## config.mk

```make
export PLATFORM = sky130hd
export DESIGN_NAME = mario_sprite_fetch
export DESIGN_NICKNAME = d
export VERILOG_FILES = /design/src/rtl/mario_sprite_pkg.sv /design/src/rtl/vsync_edge_sync.sv /design/src/rtl/mario_sprite_fetch.sv
export SDC_FILE = /design/constraint.sdc
export NUM_CORES = 1
export LEC_CHECK = 0
export CAP_MARGIN = 40
export CORE_AREA = 2 2 91 93
export DETAILED_ROUTE_END_ITERATION = 16
export DIE_AREA = 0 0 93 95
export HOLD_SLACK_MARGIN = 0.1
export PLACE_DENSITY = 0.74
export REMOVE_ABC_BUFFERS = 1
export SLEW_MARGIN = 30
export SYNTH_ARGS = -nofsm -noshare
export SYNTH_HDL_FRONTEND = slang
export SYNTH_SLANG_ARGS = --single-unit
```

## constraint.sdc

```tcl
create_clock -name Clk -period 1.2 [get_ports Clk]
set_input_delay 0.24 -clock Clk [delete_from_list [all_inputs] [get_ports Clk]]
set_output_delay 0.24 -clock Clk [all_outputs]
set_load 0.01 [all_outputs]
```

## src/rtl/mario_sprite_pkg.sv

```systemverilog
// Shared constants and types for the 21x21 Mario sprite fetch path.
// Also holds the row/column to ROM-address helper.
package mario_sprite_pkg;

    localparam int          SPR_W     = 21;
    localparam int          SPR_H     = 21;
    localparam logic [23:0] KEY_COLOR = 24'h800080;

    typedef enum logic [0:0] {
        ANIM_IDLE = 1'b0,
        ANIM_WALK = 1'b1
    } anim_state_t;

    // Row-major ROM address; at most 20*21+20 = 440, so it always fits in 9 bits.
    function automatic logic [8:0] sprite_addr(input logic [4:0] row, input logic [4:0] col);
        logic [9:0] prod;
        prod = ({5'd0, row} * 10'd21) + {5'd0, col};
        return prod[8:0];
    endfunction

endpackage

```

## src/rtl/vsync_edge_sync.sv

```systemverilog
// Brings the asynchronous vsync into the clock domain through two flops.
// It then emits a one-clock pulse on each rising edge.
module vsync_edge_sync (
    input  logic clk,
    input  logic rst_n,
    input  logic async_in,
    output logic tick
);

    logic meta_r;
    logic sync_r;
    logic prev_r;

    // Synchroniser chain plus registered rising-edge pulse
    always_ff @(posedge clk or negedge rst_n) begin
        if (!rst_n) begin
            meta_r <= 1'b0;
            sync_r <= 1'b0;
            prev_r <= 1'b0;
            tick   <= 1'b0;
        end else begin
            meta_r <= async_in;
            sync_r <= meta_r;
            prev_r <= sync_r;
            tick   <= sync_r & ~prev_r;
        end
    end

endmodule

```

## src/rtl/mario_sprite_fetch.sv

```systemverilog
// Maps the scan position onto the Mario sprite ROM and selects the walk frame.
// Keys out the transparent colour and presents a registered pixel two clocks later.
module mario_sprite_fetch
    import mario_sprite_pkg::*;
#(
    parameter int STEP_VSYNCS = 6
) (
    input  logic        Clk,
    input  logic        Reset_n,
    input  logic        frame_clk,
    input  logic [9:0]  DrawX,
    input  logic [9:0]  DrawY,
    input  logic [9:0]  MarioX,
    input  logic [9:0]  MarioY,
    input  logic        walking,
    input  logic        face_left,
    output logic [8:0]  read_address,
    output logic [1:0]  frame_sel,
    input  logic [23:0] rom_color,
    output logic        sprite_on,
    output logic [23:0] sprite_color
);

    localparam int STEP_W = (STEP_VSYNCS > 1) ? $clog2(STEP_VSYNCS) : 1;
    localparam logic [STEP_W-1:0] STEP_LAST = STEP_W'(STEP_VSYNCS - 1);

    logic               vs_tick_s;
    anim_state_t        state_r;
    anim_state_t        state_nxt_s;
    logic [STEP_W-1:0]  step_r;
    logic [STEP_W-1:0]  step_nxt_s;
    logic [1:0]         frame_nxt_s;

    logic signed [10:0] dx_s;
    logic signed [10:0] dy_s;
    logic               in_box_s;
    logic [4:0]         col_s;
    logic [8:0]         addr_s;
    logic               in_box_d1_r;
    logic               opaque_s;

    vsync_edge_sync u_vsync (
        .clk      (Clk),
        .rst_n    (Reset_n),
        .async_in (frame_clk),
        .tick     (vs_tick_s)
    );

    // Animation next-state: only a vsync tick may move the state or frame
    always_comb begin
        state_nxt_s = state_r;
        step_nxt_s  = step_r;
        frame_nxt_s = frame_sel;
        if (vs_tick_s) begin
            case (state_r)
                ANIM_IDLE: begin
                    if (walking) begin
                        state_nxt_s = ANIM_WALK;
                        frame_nxt_s = 2'd1;
                        step_nxt_s  = '0;
                    end else begin
                        frame_nxt_s = 2'd0;
                        step_nxt_s  = '0;
                    end
                end
                ANIM_WALK: begin
                    if (!walking) begin
                        state_nxt_s = ANIM_IDLE;
                        frame_nxt_s = 2'd0;
                        step_nxt_s  = '0;
                    end else if (step_r == STEP_LAST) begin
                        step_nxt_s  = '0;
                        frame_nxt_s = (frame_sel == 2'd3) ? 2'd1 : (frame_sel + 2'd1);
                    end else begin
                        step_nxt_s  = step_r + STEP_W'(1);
                    end
                end
                default: begin
                    state_nxt_s = ANIM_IDLE;
                    frame_nxt_s = 2'd0;
                    step_nxt_s  = '0;
                end
            endcase
        end else begin
            state_nxt_s = state_r;
            step_nxt_s  = step_r;
            frame_nxt_s = frame_sel;
        end
    end

    // Animation state, step counter and frame select registers
    always_ff @(posedge Clk or negedge Reset_n) begin
        if (!Reset_n) begin
            state_r   <= ANIM_IDLE;
            step_r    <= '0;
            frame_sel <= 2'd0;
        end else begin
            state_r   <= state_nxt_s;
            step_r    <= step_nxt_s;
            frame_sel <= frame_nxt_s;
        end
    end

    // Zero-extended operands keep off-screen offsets negative instead of wrapping
    always_comb begin
        dx_s     = $signed({1'b0, DrawX}) - $signed({1'b0, MarioX});
        dy_s     = $signed({1'b0, DrawY}) - $signed({1'b0, MarioY});
        in_box_s = (dx_s >= 11'sd0) && (dx_s < $signed(11'(SPR_W))) &&
                   (dy_s >= 11'sd0) && (dy_s < $signed(11'(SPR_H)));
        col_s    = face_left ? (5'(SPR_W - 1) - dx_s[4:0]) : dx_s[4:0];
        addr_s   = in_box_s ? sprite_addr(dy_s[4:0], col_s) : 9'd0;
    end

    // Stage 1: ROM address and in-box flag
    always_ff @(posedge Clk or negedge Reset_n) begin
        if (!Reset_n) begin
            read_address <= 9'd0;
            in_box_d1_r  <= 1'b0;
        end else begin
            read_address <= addr_s;
            in_box_d1_r  <= in_box_s;
        end
    end

    assign opaque_s = in_box_d1_r && (rom_color != KEY_COLOR);

    // Stage 2: keyed pixel towards the colour mapper
    always_ff @(posedge Clk or negedge Reset_n) begin
        if (!Reset_n) begin
            sprite_on    <= 1'b0;
            sprite_color <= 24'h0;
        end else begin
            sprite_on    <= opaque_s;
            sprite_color <= opaque_s ? rom_color : 24'h0;
        end
    end

endmodule

```

==> flow_summary.ini <==
[timing]
min_period_ps = 3630
fin_ws_ps = -2430
hold_violations = 0
worst_pin_slew_ps = 698
setup-violations-final = 27
fmax_mhz = 275
drv_slew = 0
post-route-period-util_pct = 303
worst_clock_skew_ps = 5.78
rsz0062_at_grt = true
slew_headroom_pct = 52.8

[layout]
multi_input_area_um2 = 2910
final_area_um2 = 6070
fill_cells = 534
postLayoutCoreUtil_pct = 76.6
regArea_um2 = 1130
synthToLayoutAreaGrowth_pct = 74.4
n_antenna_cell = 0
nets = 673
fin_cells = 658
mostFrequentLayoutCells = buf_4, dfrtp_1, dlygate4sd2_1
final_common_cell = buf_4
layout-drive-gt1-share_pct = 43.2

[logic_synthesis]
syn_area_um2 = 3480
netlist_instances = 356
syn_avg_cell_area_um2 = 9.78
synth_seq_cells = 45
dominantRegCellSynth = dfrtp_1
synthTopCellsByArea = dfrtp_1, ha_1, inv_1
synth_edf_count = 0
yosysWarnings = 0
synth.yosys.seq_area_share_pct = 32.4
synth.largest_area_cell = dfrtp_1
synth_top_cell_area_share_pct = 32.4
async_reset_ff_share_pct = 100
yosysUniqueCellTypes = 60

[routing]
drc = 0
first_pass_iters = 4
viasPerCell = 5.30
vias = 3487
initialDrtViolationCount = 92
wirelength_um = 10700
antenna_left = 0
wl_per_cell_um = 16.3

[placed_design]
gp_congestion = 0.901
dpl_cell_area_um2 = 5160
io_buffers = 104
dp.final_hpwl_um = 6960
post-place-ws_ps = -3330
placed_cells = 631

[worst_setup_path]
path_class = in2reg
slowest_delay_ps = 530
cp_cell_sequence = buf_6, inv_4, ha_4, inv_2, fa_2, nand2b_4, nand3_4, xnor2_2, ha_1, ha_4, fa_1, ha_1, a21o_1, a21o_1, a21oi_2, mux2i_1, o211ai_1, nor4_2
cp_slowest_cell = fa_2
startpoint_type = primary input
worstPathArrival_ps = 3830
endpoint_kind = flop
path_max_fanout = 2
critical_path_required_ps = 1400

[cts]
clock-root-buffer = clkbuf_8
cts_tree = yes
clkTransAtPathRegs_ps = 80
cts_made_buffers = 5
htreeDepth = 2
clock_path_buffers = 2
clk_latency_ps = 280
cts.sinks = 45

[global_routing]
grt_pass1_vias = 3607
grt_start_max_net_pins = 44
grt_overflow = 0
grt.total_usage_pct = 23.2
antenna_found_initial = 0
grt_pass1_wl_um = 16400

[floorplanning]
io_pins = 105
die_w_um = 93
initial_core_util_pct = 43.9
dieArea_um2 = 8840
rows = 33
core_um2 = 7930
fp.dieH_um = 95

[power_and_ir_drop]
power.density_nw_per_um2 = 1280
power_switching_mw = 2.93
p_leak_nw = 2.90
vdd_drop_max_v = 0.000782
seq_power_share_pct = 20.2
netSwitchingFraction_pct = 37.8
internal_power_mw = 4.84
finalPower_mw = 7.77
pwr-share-clk_pct = 12.2
power_frac_comb_pct = 67.5

[status]
status = complete, but fails checks
failed_checks = setup timing

[min_path]
hold_class = in2reg

[job]
maxCapViolCount = 0
-- layout make-up --
type / count / share of cell area [%]
repair buffers: 190 / 26.8
multi-input cells: 264 / 48.0
flip-flops and latches: 45 / 18.5
inverters: 46 / 2.89
well taps: 105 / 2.16
clock buffers: 6 / 1.36
clock inverters: 2 / 0.227
-- per-stage QoR --
step                      setup TNS [ps]  hold WS [ps]
final                             -19050           174
after global routing              -20590           177
after CTS                         -18510           194
after detailed placement          -42130          51.9
after global placement            -39800          47.0
after floorplan                   -20850         -55.6
-- timing repair --
item | 4_1_cts | 5_1_grt
hold endpoints to repair | 45 | 0
pin swaps | 70 | 48
cloned | 5 | 0
resized for setup | 240 | 73
setup endpoints to repair | 64 | 48
hold buffers | 1 | 0
buffers inserted | 12 | 4
-- worst max-delay path: cells and delay by family --
kind,cells,cell delay (ps)
adders and majority gates,6,2010
AOI/OAI and AO/OA,4,700
and+or+nand+nor,3,360
muxes,1,190
buffers and inverters,3,160
xor gates and xnor gates,1,150
-- power groups by stage --
stage                     Sequential (mW)  Combinational, mW  Clock [mW]
after detailed placement             1.60               3.62           0
after global routing                 1.57               5.65        1.05
after global placement               1.60               3.47           0
after floorplan                      1.60               2.18           0
final                                1.57               5.25       0.952
after CTS                            1.57               4.36       0.963
-- state kept, by name, summed over array words and instances (netlist names) --
signal          cells
in_box_d1_r         1
sprite_on           1
u_vsync.prev_r      1
sprite_color       24
frame_sel           2
u_vsync.sync_r      1
u_vsync.meta_r      1
u_vsync.tick        1
state_r             1
read_address        9
step_r              3
-- synth_stat cells, drive strengths merged, types with 3 or more instances --
cell type,count
dfrtp,45
o2111ai,3
fa,6
xor2,7
nor2,10
or2,3
nand3,17
nand2,17
mux2,3
a21o,8
xnor2,10
nor4,15
nor4b,3
ha,46
buf,4
o211ai,3
a211oi,4
and2,25
a221oi,3
o21ai,10
nand2b,8
a21oi,17
or4,3
and3,3
nor3,3
inv,46
-- logic make-up after synthesis --
logic type	Yosys count	synth area share (%)
flops	45	32.4
fa+ha+maj	52	20.0
buf+inv	51	6.00
mux	5	1.55
xor+xnor	18	4.92
compound gates	65	13.4
simple gates	120	21.8
-- per-layer routing --
layer	wire length (µm)	track usage (%)	share of wire (%)
met1	4050	25.3	38
met2	6010	46.9	56
met3	445	2.15	4.1
met4	229	7.35	2.1
met5	0	0	0
-- worst paths after layout --
kind,start,end,slack (ps),cells past startpoint
max,DrawX[0],read_address[7]$_DFF_PN0_,-2430,18
min,rom_color[18],sprite_color[18]$_DFF_PN0_,170,2
max reg2reg,step_r[2]$_DFFE_PN0P_,frame_sel[0]$_DFFE_PN0P_,70,5
min reg2reg,u_vsync.meta_r$_DFF_PN0_,u_vsync.sync_r$_DFF_PN0_,370,0
max in group asynchronous,Reset_n,sprite_color[0]$_DFF_PN0_,500,3
min in group asynchronous,Reset_n,state_r$_DFFE_PN0P_,290,2
Power figures use the tool's default switching activity.
